[config.mk]
export PLATFORM = sky130hd
export DESIGN_NAME = pipeline_hazard_ctrl_flat
export DESIGN_NICKNAME = d
export VERILOG_FILES = /design/src/rtl/pipeline_hazard_ctrl_pkg.sv /design/src/rtl/pipeline_hazard_ctrl_if.sv /design/src/rtl/pipeline_hazard_ctrl_fetch_tracker.sv /design/src/rtl/pipeline_hazard_ctrl.sv /design/src/flat_wrapper.sv
export SDC_FILE = /design/constraint.sdc
export NUM_CORES = 1
export LEC_CHECK = 0
export CAP_MARGIN = 25
export CORE_UTILIZATION = 30
export CTS_BUF_LIST = sky130_fd_sc_hd__clkbuf_2
export DETAILED_ROUTE_END_ITERATION = 10
export GPL_TIMING_DRIVEN = 0
export PLACE_DENSITY = 0.83
export SYNTH_ARGS = -nofsm -noshare
export SYNTH_HDL_FRONTEND = slang
export SYNTH_SLANG_ARGS = --single-unit
[constraint.sdc]
create_clock -name clk -period 1.3 [get_ports clk]
set_input_delay 0.195 -clock clk [delete_from_list [all_inputs] [get_ports clk]]
set_output_delay 0.195 -clock clk [all_outputs]
set_load 0.02 [all_outputs]
[src/rtl/pipeline_hazard_ctrl_pkg.sv]
// rtl/pipeline_hazard_ctrl_pkg.sv - shared types and helpers for the pipeline hazard controller
// Contents:
//   REG_W           architectural register index width
//   hazard_state_t  RUN / DMEM_WAIT sequencer states
//   hazard_ctrl_t   bundle of pipeline-register enables and bubble/flush controls
//   load_use_hit()  RAW check of the ID sources against a load sitting in EX
package pipeline_hazard_ctrl_pkg;

  localparam int REG_W = 5;

  typedef enum logic {
    RUN       = 1'b0,
    DMEM_WAIT = 1'b1
  } hazard_state_t;

  typedef struct packed {
    logic pc_we;
    logic if_id_we;
    logic if_id_flush;
    logic stall_signal;
    logic flushing_inst;
    logic id_ex_we;
    logic ex_mem_we;
    logic mem_wb_we;
  } hazard_ctrl_t;

  // Free-running pipe: every register advances, nothing squashed.
  localparam hazard_ctrl_t CTRL_RUN = '{
    pc_we:         1'b1,
    if_id_we:      1'b1,
    if_id_flush:   1'b0,
    stall_signal:  1'b0,
    flushing_inst: 1'b0,
    id_ex_we:      1'b1,
    ex_mem_we:     1'b1,
    mem_wb_we:     1'b1
  };

  // x0 is never a real dependency, so a load targeting it cannot cause a hazard.
  function automatic logic load_use_hit(
    input logic             ex_valid,
    input logic             ex_is_load,
    input logic [REG_W-1:0] ex_rd,
    input logic             id_valid,
    input logic             uses_rs1,
    input logic             uses_rs2,
    input logic [REG_W-1:0] rs1,
    input logic [REG_W-1:0] rs2
  );
    return ex_valid && ex_is_load && (ex_rd != '0) && id_valid &&
           ((uses_rs1 && (rs1 == ex_rd)) || (uses_rs2 && (rs2 == ex_rd)));
  endfunction

endpackage

[src/rtl/pipeline_hazard_ctrl_if.sv]
// rtl/pipeline_hazard_ctrl_if.sv - pipeline <-> hazard controller signal bundle
// Modports:
//   master  pipeline side: drives ID/EX/imem/dmem status, receives enables/flushes
//   slave   hazard controller side
// Signals:
//   id_valid, id_rs1_s, id_rs2_s, id_uses_rs1, id_uses_rs2   ID stage operands
//   ex_valid, ex_is_load, ex_rd_s, ex_redirect                EX stage status
//   imem_req, imem_resp, dmem_req, dmem_resp                  memory handshakes
//   pc_we, if_id_we, if_id_flush, stall_signal, flushing_inst,
//   id_ex_we, ex_mem_we, mem_wb_we, imem_drop, ifetch_full    controller outputs
interface pipeline_hazard_ctrl_if;
  import pipeline_hazard_ctrl_pkg::*;

  logic             id_valid;
  logic [REG_W-1:0] id_rs1_s;
  logic [REG_W-1:0] id_rs2_s;
  logic             id_uses_rs1;
  logic             id_uses_rs2;
  logic             ex_valid;
  logic             ex_is_load;
  logic [REG_W-1:0] ex_rd_s;
  logic             ex_redirect;
  logic             imem_req;
  logic             imem_resp;
  logic             dmem_req;
  logic             dmem_resp;

  logic             pc_we;
  logic             if_id_we;
  logic             if_id_flush;
  logic             stall_signal;
  logic             flushing_inst;
  logic             id_ex_we;
  logic             ex_mem_we;
  logic             mem_wb_we;
  logic             imem_drop;
  logic             ifetch_full;

  modport master (
    output id_valid, id_rs1_s, id_rs2_s, id_uses_rs1, id_uses_rs2,
           ex_valid, ex_is_load, ex_rd_s, ex_redirect,
           imem_req, imem_resp, dmem_req, dmem_resp,
    input  pc_we, if_id_we, if_id_flush, stall_signal, flushing_inst,
           id_ex_we, ex_mem_we, mem_wb_we, imem_drop, ifetch_full
  );

  modport slave (
    input  id_valid, id_rs1_s, id_rs2_s, id_uses_rs1, id_uses_rs2,
           ex_valid, ex_is_load, ex_rd_s, ex_redirect,
           imem_req, imem_resp, dmem_req, dmem_resp,
    output pc_we, if_id_we, if_id_flush, stall_signal, flushing_inst,
           id_ex_we, ex_mem_we, mem_wb_we, imem_drop, ifetch_full
  );

endinterface

[src/rtl/pipeline_hazard_ctrl_fetch_tracker.sv]
// rtl/pipeline_hazard_ctrl_fetch_tracker.sv - outstanding-fetch and stale-response tracker
// Ports:
//   clk, rst     clock, asynchronous active-high reset
//   imem_req     fetch issued this cycle
//   imem_resp    fetch response returned this cycle (in order)
//   redirect     PC is taking a redirect this cycle
//   imem_drop    current response belongs to the pre-redirect path
//   ifetch_full  MAX_IFETCH fetches outstanding
module pipeline_hazard_ctrl_fetch_tracker #(
  parameter int MAX_IFETCH = 2
) (
  input  logic clk,
  input  logic rst,
  input  logic imem_req,
  input  logic imem_resp,
  input  logic redirect,
  output logic imem_drop,
  output logic ifetch_full
);

  localparam int CW = $clog2(MAX_IFETCH + 1);

  logic [CW-1:0] ifetch_cnt;
  logic [CW-1:0] ifetch_cnt_next;
  logic [CW-1:0] drop_cnt;

  always_comb begin
    ifetch_cnt_next = ifetch_cnt;
    if (imem_req && !imem_resp) begin
      ifetch_cnt_next = ifetch_cnt + CW'(1);
    end else if (!imem_req && imem_resp) begin
      ifetch_cnt_next = ifetch_cnt - CW'(1);
    end
  end

  assign ifetch_full = (ifetch_cnt == CW'(MAX_IFETCH));
  assign imem_drop   = imem_resp && (drop_cnt != '0);

  // On a redirect every fetch still in flight after this cycle (including one
  // issued this cycle from the old PC) is stale. ifetch_cnt_next already nets
  // out this cycle's response, so reloading from it never double-counts, and a
  // second redirect simply overwrites the first.
  always_ff @(posedge clk or posedge rst) begin
    if (rst) begin
      ifetch_cnt <= '0;
      drop_cnt   <= '0;
    end else begin
      ifetch_cnt <= ifetch_cnt_next;
      if (redirect) begin
        drop_cnt <= ifetch_cnt_next;
      end else if (imem_drop) begin
        drop_cnt <= drop_cnt - CW'(1);
      end
    end
  end

  a_no_fetch_when_full: assert property (
    @(posedge clk) disable iff (rst) !(imem_req && ifetch_full)
  );

endmodule

[src/rtl/pipeline_hazard_ctrl.sv]
// rtl/pipeline_hazard_ctrl.sv - stall/flush sequencer for the 5-stage RV32I pipeline
// Optional feature macro: HAZARD_PERF_EN (performance counters).
// Ports:
//   clk                  clock
//   rst                  asynchronous active-high reset
//   bus                  pipeline_hazard_ctrl_if.slave: ID/EX status, imem/dmem
//                        handshakes in; register enables, bubbles, imem_drop,
//                        ifetch_full out
//   perf_loaduse_cnt     load-use stall cycles      (HAZARD_PERF_EN only)
//   perf_flush_cnt       redirects taken            (HAZARD_PERF_EN only)
//   perf_dmem_stall_cnt  data-memory freeze cycles  (HAZARD_PERF_EN only)
module pipeline_hazard_ctrl
  import pipeline_hazard_ctrl_pkg::*;
#(
  parameter int MAX_IFETCH = 2
`ifdef HAZARD_PERF_EN
  ,
  parameter int PERF_W = 32
`endif
) (
  input  logic                     clk,
  input  logic                     rst,
  pipeline_hazard_ctrl_if.slave    bus
`ifdef HAZARD_PERF_EN
  ,
  output logic [PERF_W-1:0]        perf_loaduse_cnt,
  output logic [PERF_W-1:0]        perf_flush_cnt,
  output logic [PERF_W-1:0]        perf_dmem_stall_cnt
`endif
);

  hazard_state_t state;
  hazard_ctrl_t  ctrl;
  logic          frozen;
  logic          redirect_take;
  logic          load_use;
  logic          imem_drop;
  logic          ifetch_full;

  // The response cycle itself is not frozen: MEM/WB captures the returning data
  // and the rest of the pipe advances with it.
  assign frozen        = ((state == DMEM_WAIT) || bus.dmem_req) && !bus.dmem_resp;
  assign redirect_take = bus.ex_redirect && !frozen;
  assign load_use      = load_use_hit(bus.ex_valid, bus.ex_is_load, bus.ex_rd_s,
                                      bus.id_valid, bus.id_uses_rs1, bus.id_uses_rs2,
                                      bus.id_rs1_s, bus.id_rs2_s);

  always_ff @(posedge clk or posedge rst) begin
    if (rst) begin
      state <= RUN;
    end else begin
      case (state)
        RUN:       if (bus.dmem_req && !bus.dmem_resp) state <= DMEM_WAIT;
        DMEM_WAIT: if (bus.dmem_resp)                  state <= RUN;
      endcase
    end
  end

  // Priority: memory freeze, then redirect (squashes the ID instruction, so a
  // simultaneous load-use is moot), then load-use bubble.
  always_comb begin
    ctrl = CTRL_RUN;
    if (frozen) begin
      ctrl = '0;
    end else if (redirect_take) begin
      ctrl.if_id_flush   = 1'b1;
      ctrl.flushing_inst = 1'b1;
    end else if (load_use) begin
      ctrl.pc_we        = 1'b0;
      ctrl.if_id_we     = 1'b0;
      ctrl.stall_signal = 1'b1;
    end
    if (imem_drop) begin
      ctrl.if_id_we = 1'b0;
    end
  end

  pipeline_hazard_ctrl_fetch_tracker #(
    .MAX_IFETCH (MAX_IFETCH)
  ) u_fetch_tracker (
    .clk         (clk),
    .rst         (rst),
    .imem_req    (bus.imem_req),
    .imem_resp   (bus.imem_resp),
    .redirect    (redirect_take),
    .imem_drop   (imem_drop),
    .ifetch_full (ifetch_full)
  );

  assign bus.pc_we         = ctrl.pc_we;
  assign bus.if_id_we      = ctrl.if_id_we;
  assign bus.if_id_flush   = ctrl.if_id_flush;
  assign bus.stall_signal  = ctrl.stall_signal;
  assign bus.flushing_inst = ctrl.flushing_inst;
  assign bus.id_ex_we      = ctrl.id_ex_we;
  assign bus.ex_mem_we     = ctrl.ex_mem_we;
  assign bus.mem_wb_we     = ctrl.mem_wb_we;
  assign bus.imem_drop     = imem_drop;
  assign bus.ifetch_full   = ifetch_full;

`ifdef HAZARD_PERF_EN
  always_ff @(posedge clk or posedge rst) begin
    if (rst) begin
      perf_loaduse_cnt    <= '0;
      perf_flush_cnt      <= '0;
      perf_dmem_stall_cnt <= '0;
    end else begin
      if (ctrl.stall_signal)  perf_loaduse_cnt    <= perf_loaduse_cnt + PERF_W'(1);
      if (ctrl.flushing_inst) perf_flush_cnt      <= perf_flush_cnt + PERF_W'(1);
      if (frozen)             perf_dmem_stall_cnt <= perf_dmem_stall_cnt + PERF_W'(1);
    end
  end
`endif

endmodule

[src/flat_wrapper.sv]
// flat-port wrapper written by rule: the top's interface ports become plain ports
module pipeline_hazard_ctrl_flat import pipeline_hazard_ctrl_pkg::*;
#(
  parameter int MAX_IFETCH = 2

)
  (clk, rst, bus_id_valid, bus_id_rs1_s, bus_id_rs2_s, bus_id_uses_rs1, bus_id_uses_rs2, bus_ex_valid, bus_ex_is_load, bus_ex_rd_s, bus_ex_redirect, bus_imem_req, bus_imem_resp, bus_dmem_req, bus_dmem_resp, bus_pc_we, bus_if_id_we, bus_if_id_flush, bus_stall_signal, bus_flushing_inst, bus_id_ex_we, bus_ex_mem_we, bus_mem_wb_we, bus_imem_drop, bus_ifetch_full);
  pipeline_hazard_ctrl_if bus_i ();
  input  logic clk;
  input  logic rst;
  input wire logic [$bits(bus_i.id_valid)-1:0] bus_id_valid;
  input wire logic [$bits(bus_i.id_rs1_s)-1:0] bus_id_rs1_s;
  input wire logic [$bits(bus_i.id_rs2_s)-1:0] bus_id_rs2_s;
  input wire logic [$bits(bus_i.id_uses_rs1)-1:0] bus_id_uses_rs1;
  input wire logic [$bits(bus_i.id_uses_rs2)-1:0] bus_id_uses_rs2;
  input wire logic [$bits(bus_i.ex_valid)-1:0] bus_ex_valid;
  input wire logic [$bits(bus_i.ex_is_load)-1:0] bus_ex_is_load;
  input wire logic [$bits(bus_i.ex_rd_s)-1:0] bus_ex_rd_s;
  input wire logic [$bits(bus_i.ex_redirect)-1:0] bus_ex_redirect;
  input wire logic [$bits(bus_i.imem_req)-1:0] bus_imem_req;
  input wire logic [$bits(bus_i.imem_resp)-1:0] bus_imem_resp;
  input wire logic [$bits(bus_i.dmem_req)-1:0] bus_dmem_req;
  input wire logic [$bits(bus_i.dmem_resp)-1:0] bus_dmem_resp;
  output wire logic [$bits(bus_i.pc_we)-1:0] bus_pc_we;
  output wire logic [$bits(bus_i.if_id_we)-1:0] bus_if_id_we;
  output wire logic [$bits(bus_i.if_id_flush)-1:0] bus_if_id_flush;
  output wire logic [$bits(bus_i.stall_signal)-1:0] bus_stall_signal;
  output wire logic [$bits(bus_i.flushing_inst)-1:0] bus_flushing_inst;
  output wire logic [$bits(bus_i.id_ex_we)-1:0] bus_id_ex_we;
  output wire logic [$bits(bus_i.ex_mem_we)-1:0] bus_ex_mem_we;
  output wire logic [$bits(bus_i.mem_wb_we)-1:0] bus_mem_wb_we;
  output wire logic [$bits(bus_i.imem_drop)-1:0] bus_imem_drop;
  output wire logic [$bits(bus_i.ifetch_full)-1:0] bus_ifetch_full;
  assign bus_i.id_valid = bus_id_valid;
  assign bus_i.id_rs1_s = bus_id_rs1_s;
  assign bus_i.id_rs2_s = bus_id_rs2_s;
  assign bus_i.id_uses_rs1 = bus_id_uses_rs1;
  assign bus_i.id_uses_rs2 = bus_id_uses_rs2;
  assign bus_i.ex_valid = bus_ex_valid;
  assign bus_i.ex_is_load = bus_ex_is_load;
  assign bus_i.ex_rd_s = bus_ex_rd_s;
  assign bus_i.ex_redirect = bus_ex_redirect;
  assign bus_i.imem_req = bus_imem_req;
  assign bus_i.imem_resp = bus_imem_resp;
  assign bus_i.dmem_req = bus_dmem_req;
  assign bus_i.dmem_resp = bus_dmem_resp;
  assign bus_pc_we = bus_i.pc_we;
  assign bus_if_id_we = bus_i.if_id_we;
  assign bus_if_id_flush = bus_i.if_id_flush;
  assign bus_stall_signal = bus_i.stall_signal;
  assign bus_flushing_inst = bus_i.flushing_inst;
  assign bus_id_ex_we = bus_i.id_ex_we;
  assign bus_ex_mem_we = bus_i.ex_mem_we;
  assign bus_mem_wb_we = bus_i.mem_wb_we;
  assign bus_imem_drop = bus_i.imem_drop;
  assign bus_ifetch_full = bus_i.ifetch_full;
  pipeline_hazard_ctrl #(.MAX_IFETCH(MAX_IFETCH)) u_core (.clk(clk), .rst(rst), .bus(bus_i));
endmodule
After elaboration in Yosys (flattened, before gate mapping)
Index checks and enable logic that the tools add are counted.
{"block": "totals", "regBits": 5, "in_bits": 27}
{"block": "classes", "n_eq_ne": 3, "mux": 15, "bitwise_logic": 1, "reduce_logical": 21, "n_addsub": 3}
{"op": "1-bit logical AND", "count": 12}
{"op": "2-bit two-way mux", "count": 6}
{"op": "5-bit == test", "count": 2}
{"op": "1-bit two-way mux", "count": 6}
{"op": "5-bit two-way mux", "count": 1}
{"op": "5-bit nonzero test", "count": 1}
{"op": "1-bit zero test", "count": 4}
{"op": "2-bit nonzero test", "count": 2}
{"op": "2-bit by 1-bit subtractor with 2-bit output (second input constant)", "count": 2}
{"op": "3-bit two-way mux", "count": 1}
{"op": "2-bit by 1-bit adder with 2-bit output (second input constant)", "count": 1}
{"op": "2-bit == test (second input constant)", "count": 1}
{"op": "1-bit logical OR", "count": 2}
{"op": "1-bit case mux with 2 select lines", "count": 1}
{"op": "1-bit inverter", "count": 1}

Longest topological paths before layout
Gate-level depths: netlist (run 1).
{"block": "depth", "ltp_word": 8, "mapped_depth": 7, "ltp_nobuf": 6}

Cells and area by module
A second synthesis (run 1) with hierarchy kept.
{"block": "unflattened", "hier_cells": 55, "hier_area_um2": 506.7}
{"module": "pipeline_hazard_ctrl_fetch_tracker", "cells_per_inst": 25, "n_inst": 1, "seq_area_each_um2": 100.1, "area_each_um2": 265.3}
{"module": "pipeline_hazard_ctrl", "cells_per_inst": 30, "n_inst": 1, "seq_area_each_um2": 25.0, "area_each_um2": 241.5}

Worst setup path before layout (run 1)
No wires, ideal clock.
{"block": "synth_path", "path_type": "register to output", "startpoint": "register u_core.state", "endpoint": "output bus_if_id_we", "t_arrival_ps": 1503, "path_slack_ps": -398, "stages_incl_launch_ff": 8, "path_buffers": 1, "cell_sequence": "dfrtp_1 > nor2_1 > nor2_2 > inv_1 > and2_1 > clkbuf_2 > nor2_2 > a211oi_2"}
{"block": "synth_between", "elab_chain_cells": 7}
{"element": "start, declared", "line_no": "pipeline_hazard_ctrl.sv:32", "text": "hazard_state_t state;"}
{"element": "start signal, assigned", "line_no": "pipeline_hazard_ctrl.sv:50", "text": "state <= RUN;"}
{"element": "start signal, assigned", "line_no": "pipeline_hazard_ctrl.sv:53", "text": "RUN: if (bus.dmem_req && !bus.dmem_resp) state <= DMEM_WAIT;"}
{"element": "start signal, assigned", "line_no": "pipeline_hazard_ctrl.sv:54", "text": "DMEM_WAIT: if (bus.dmem_resp) state <= RUN;"}
{"element": "1-bit logical OR *", "line_no": "pipeline_hazard_ctrl.sv:42", "text": "assign frozen = ((state == DMEM_WAIT) || bus.dmem_req) && !bus.dmem_resp;"}
{"element": "1-bit logical AND *", "line_no": "pipeline_hazard_ctrl.sv:42"}
{"element": "1-bit zero test", "line_no": "pipeline_hazard_ctrl.sv:43", "text": "assign redirect_take = bus.ex_redirect && !frozen;"}
{"element": "1-bit logical AND", "line_no": "pipeline_hazard_ctrl.sv:43"}
{"element": "2-bit two-way mux", "line_no": "pipeline_hazard_ctrl.sv:65", "text": "end else if (redirect_take) begin"}
{"element": "5-bit two-way mux *", "line_no": "pipeline_hazard_ctrl.sv:63", "text": "if (frozen) begin"}
{"element": "1-bit two-way mux *", "line_no": "pipeline_hazard_ctrl.sv:73", "text": "if (imem_drop) begin"}
{"element": "end, declared", "line_no": "flat_wrapper.sv:25", "text": "output wire logic [$bits(bus_i.if_id_we)-1:0] bus_if_id_we;"}
Every way passes the cells marked *; elsewhere a longest branch is shown, timed or not.

Worst setup path after layout (run 1)
{"block": "layout_path", "startpoint": "input bus_ex_rd_s[4]", "endpoint": "output bus_if_id_we"}
{"block": "layout_between", "elab_chain_cells": 8, "word_cells_on_any_way": 13, "classes_between": "eq/ne: 2; mux: 4; reduce/logical: 7"}
{"element": "start, declared", "line_no": "flat_wrapper.sv:18", "text": "input wire logic [$bits(bus_i.ex_rd_s)-1:0] bus_ex_rd_s;"}
{"element": "5-bit == test / 5-bit nonzero test (equally long branches)", "line_no": "pipeline_hazard_ctrl_pkg.sv:51, pipeline_hazard_ctrl_pkg.sv:50"}
{"element": "1-bit logical AND (on tied branches)", "line_no": "pipeline_hazard_ctrl_pkg.sv:51, pipeline_hazard_ctrl_pkg.sv:50"}
{"element": "1-bit logical OR / 1-bit logical AND (equally long branches)", "line_no": "pipeline_hazard_ctrl_pkg.sv:51, pipeline_hazard_ctrl_pkg.sv:50"}
{"element": "1-bit logical AND *", "line_no": "pipeline_hazard_ctrl_pkg.sv:50", "text": "return ex_valid && ex_is_load && (ex_rd != '0) && id_valid &&"}
{"element": "2-bit two-way mux *", "line_no": "pipeline_hazard_ctrl.sv:68", "text": "end else if (load_use) begin"}
{"element": "2-bit two-way mux *", "line_no": "pipeline_hazard_ctrl.sv:65"}
{"element": "5-bit two-way mux *", "line_no": "pipeline_hazard_ctrl.sv:63"}
{"element": "1-bit two-way mux *", "line_no": "pipeline_hazard_ctrl.sv:73"}
Marked as above.

==> results of run 1 <==
==> critical path, delay by kind of cell <==
| kind | cells | cell delay, ns |
|---|---|---|
| and+or+nand+nor | 2 | 0.62 |
| AOI/OAI and AO/OA | 2 | 0.45 |
| buffers and inverters | 2 | 0.24 |
==> per-layer routing <==
metal	routed length, µm	part of all wire, %	global-route usage (%)
met4	19	1.3	12.3
met5	0	0	0
met3	111	7.4	5.22
met2	898	60	34.1
met1	475	32	14.9
==> layout make-up <==
| class | instances | area share, % |
|---|---|---|
| inverters | 5 | 2.04 |
| repair buffers | 46 | 42.1 |
| flip-flops and latches | 5 | 12.0 |
| plain buffers | 4 | 3.24 |
| clock buffers | 4 | 1.92 |
| well taps | 16 | 1.92 |
| multi-input cells | 40 | 36.8 |
==> Yosys cell counts, types with 2 or more instances <==
library cell	count	area, µm²
o21ai_0	3	15.0
buf_4	3	22.5
mux2_2	2	22.5
xnor2_1	13	114
inv_1	5	18.8
ha_1	2	25.0
nor2_2	2	12.5
a21oi_1	2	10.0
nand2_1	5	18.8
nand4_1	2	12.5
dfrtp_1	5	125
nor2_1	2	7.51
==> cell usage in the layout (no fill, tap or decap), types with 3 or more instances in the layout <==
cell,n
buf_2,3
buf_4,11
buf_6,12
clkbuf_2,4
clkdlybuf4s50_1,8
dfrtp_1,5
dlygate4sd2_1,11
dlymetal6s2s_1,3
inv_1,4
nand2_1,3
xnor2_1,12
==> sequential cells by signal, indices dropped and copies added (netlist names) <==
name	count
u_core.state	1
u_core.u_fetch_tracker.drop_cnt	2
u_core.u_fetch_tracker.ifetch_cnt	2
==> power by group through the flow <==
stage / Sequential (mW) / Clock, mW / Combinational, mW
after CTS: 0.256 / 0.154 / 0.711
after global routing: 0.262 / 0.159 / 0.854
after global placement: 0.264 / 0 / 0.592
after floorplan: 0.258 / 0 / 0.396
final: 0.257 / 0.149 / 0.796
after detailed placement: 0.267 / 0 / 0.614
==> cell families after synthesis <==
logic type | synth area share, %
adders and majority gates | 5.25
xor gates and xnor gates | 23.9
DFF | 26.2
AOI/OAI and AO/OA | 12.3
buffers and inverters | 10.5
and+or+nand+nor | 17.1
muxes | 4.72
==> per-stage QoR <==
stage | util (%) | TNS (ns) | hold slack, ns | std cells
3_3_place_gp | 61.0 | -8.01 | 0.406 | 107
2_1_floorplan | - | -0.646 | -0.0265 | 55
6_report | 70.1 | -1.46 | 0.176 | 120
4_1_cts | 67.7 | -1.61 | 0.171 | 119
5_1_grt | 70.1 | -1.78 | 0.200 | 120
3_5_place_dp | 61.0 | -8.22 | 0.415 | 107
==> timing repair <==
action                                  CTS  global route
pin swaps                                18             7
endpoints found under the setup margin   12             9
setup buffers                             9             1
gates resized for setup                  94             9
hold endpoints to repair                  0             0
==> final timing paths <==
path	start	endpoint	slack (ns)	cells after the start
worst max-delay path	bus_ex_rd_s[4]	bus_if_id_we	-0.40	6
worst min register to register	u_core.u_fetch_tracker.ifetch_cnt[1]$_DFF_PP0_	u_core.u_fetch_tracker.ifetch_cnt[1]$_DFF_PP0_	0.63	2
worst min-delay path	rst	u_core.u_fetch_tracker.drop_cnt[1]$_DFFE_PP0P_	0.18	2
worst max register to register	u_core.u_fetch_tracker.ifetch_cnt[1]$_DFF_PP0_	u_core.u_fetch_tracker.drop_cnt[1]$_DFFE_PP0P_	-0.19	5
min in group clk	bus_imem_resp	u_core.u_fetch_tracker.ifetch_cnt[1]$_DFF_PP0_	0.42	2
max in group asynchronous	rst	u_core.state$_DFF_PP0_	0.96	2
==> results.sh, run 1 <==
export IMPL_sw_frac_of_total_pct=38.0
export IMPL_drc=0
export IMPL_port_buffers=36
export IMPL_setup_worst_path_start_class="input port"
export IMPL_critPathSlowestCell="or4_4"
export IMPL_path_clk_slew_ns=0.06
export IMPL_async_flop_share_pct=100
export IMPL_power_density_nw_per_um2=1150
export IMPL_h_tree_depth=1
export IMPL_switchingPower_mw=0.457
export IMPL_worstPathCellList="buf_8 > or4_4 > o2111ai_4 > nor2_4 > a211oi_4 > buf_6"
export IMPL_start_util_pct=32.0
export IMPL_die_w_um=41.9
export IMPL_layout_min_cycle_time_ns=1.70
export IMPL_overflow=0
export IMPL_synth_cells=55
export IMPL_p_leak_nw=0.484
export IMPL_ctsRootBufferMaster="clkbuf_2"
export IMPL_detail_route_first_pass_iterations=4
export IMPL_slew_violations=0
export IMPL_cts_buffers=3
export IMPL_grt_pass1_vias=588
export IMPL_rows=14
export IMPL_layout_nets=134
export IMPL_cpPeakStageDelay_ns=0.54
export IMPL_critPathCaptureType="output port"
export IMPL_vias=572
export IMPL_slew_headroom_pct=84.5
export IMPL_cp_max_fo=3
export IMPL_wirelength_um=1500
export IMPL_ys_warn_count=0
export IMPL_fmax_mhz=589
export IMPL_syn_nets=84
export IMPL_grt_use_total_pct=17.7
export IMPL_ant_nets=0
export IMPL_ys_types=21
export IMPL_seqCellArea_um2=125
export IMPL_crit_arrival_ns=1.50
export IMPL_syn_area_um2=477
export IMPL_worst_pin_slew_ns=0.231
export IMPL_path_class="input port to output port"
export IMPL_synth_main_ff_cell="dfrtp_1"
export IMPL_pwr_share_comb_pct=66.2
export IMPL_clkPwrFrac_pct=12.4
export IMPL_cts_hold_buf=0
export IMPL_drtIter0Drc=7
export IMPL_fp_coreArea_um2=1490
export IMPL_max_cap_violations=0
export IMPL_grt_start_max_net_pins=6
export IMPL_wl_per_cell_um=12.5
export IMPL_ir_worst_vdd_v=0.000454
export IMPL_hpwl_um=991
export IMPL_syn2layout_area_growth_pct=119
export IMPL_cts_max_path_buffers=2
export IMPL_pwr_share_seq_pct=21.3
export IMPL_top_level_ports=37
export IMPL_die_area_um2=1750
export IMPL_place_area_um2=908
export IMPL_drive_gt1_share_pct=48.1
export IMPL_hp_class="input port to asynchronous set/reset pin"
export IMPL_fin_ws_ns=-0.399
export IMPL_ys_ff_latch=5
export IMPL_synth_edf_count=0
export IMPL_cp_required_ns=1.11
export IMPL_gp_congestion=0.680
export IMPL_rsz0062_at_grt="yes"
export IMPL_seq_area_frac_synth_pct=26.2
export IMPL_syn_avg_cell_area_um2=8.67
export IMPL_finalHoldViolCount=0
export IMPL_die_h_um=41.9
export IMPL_multiInputGateArea_um2=384
export IMPL_internal_power_mw=0.745
export IMPL_final_area_um2=1040
export IMPL_finClkSkew_ns=0.00122
export IMPL_cts_sinks=5
export IMPL_dp_slack_ns=-1.31
export IMPL_finalSetupViolCount=7
export IMPL_status="finished with violations"
export IMPL_cts_tree="yes"
export IMPL_antenna_found_initial=0
export IMPL_violations="setup timing"
export IMPL_fill_cells=120
export IMPL_post_route_period_util_pct=131
export IMPL_diodes=0
export IMPL_clock_latency_ns=0.22
export IMPL_via_per_inst=4.77
export IMPL_grt_pass1_wl_um=2300
export IMPL_power_mw=1.20
Power figures use the tool's default switching activity.
==> inputs of run 2 (changes only) <==
--- a/config.mk
+++ b/config.mk
@@ -5,7 +5,6 @@
 export SDC_FILE = /design/constraint.sdc
 export NUM_CORES = 1
 export LEC_CHECK = 0
-export CAP_MARGIN = 25
 export CORE_UTILIZATION = 30
 export CTS_BUF_LIST = sky130_fd_sc_hd__clkbuf_2
 export DETAILED_ROUTE_END_ITERATION = 10
==> results of run 2 <==
No change in the layout: final DEF, timing and power equal those of run 1.
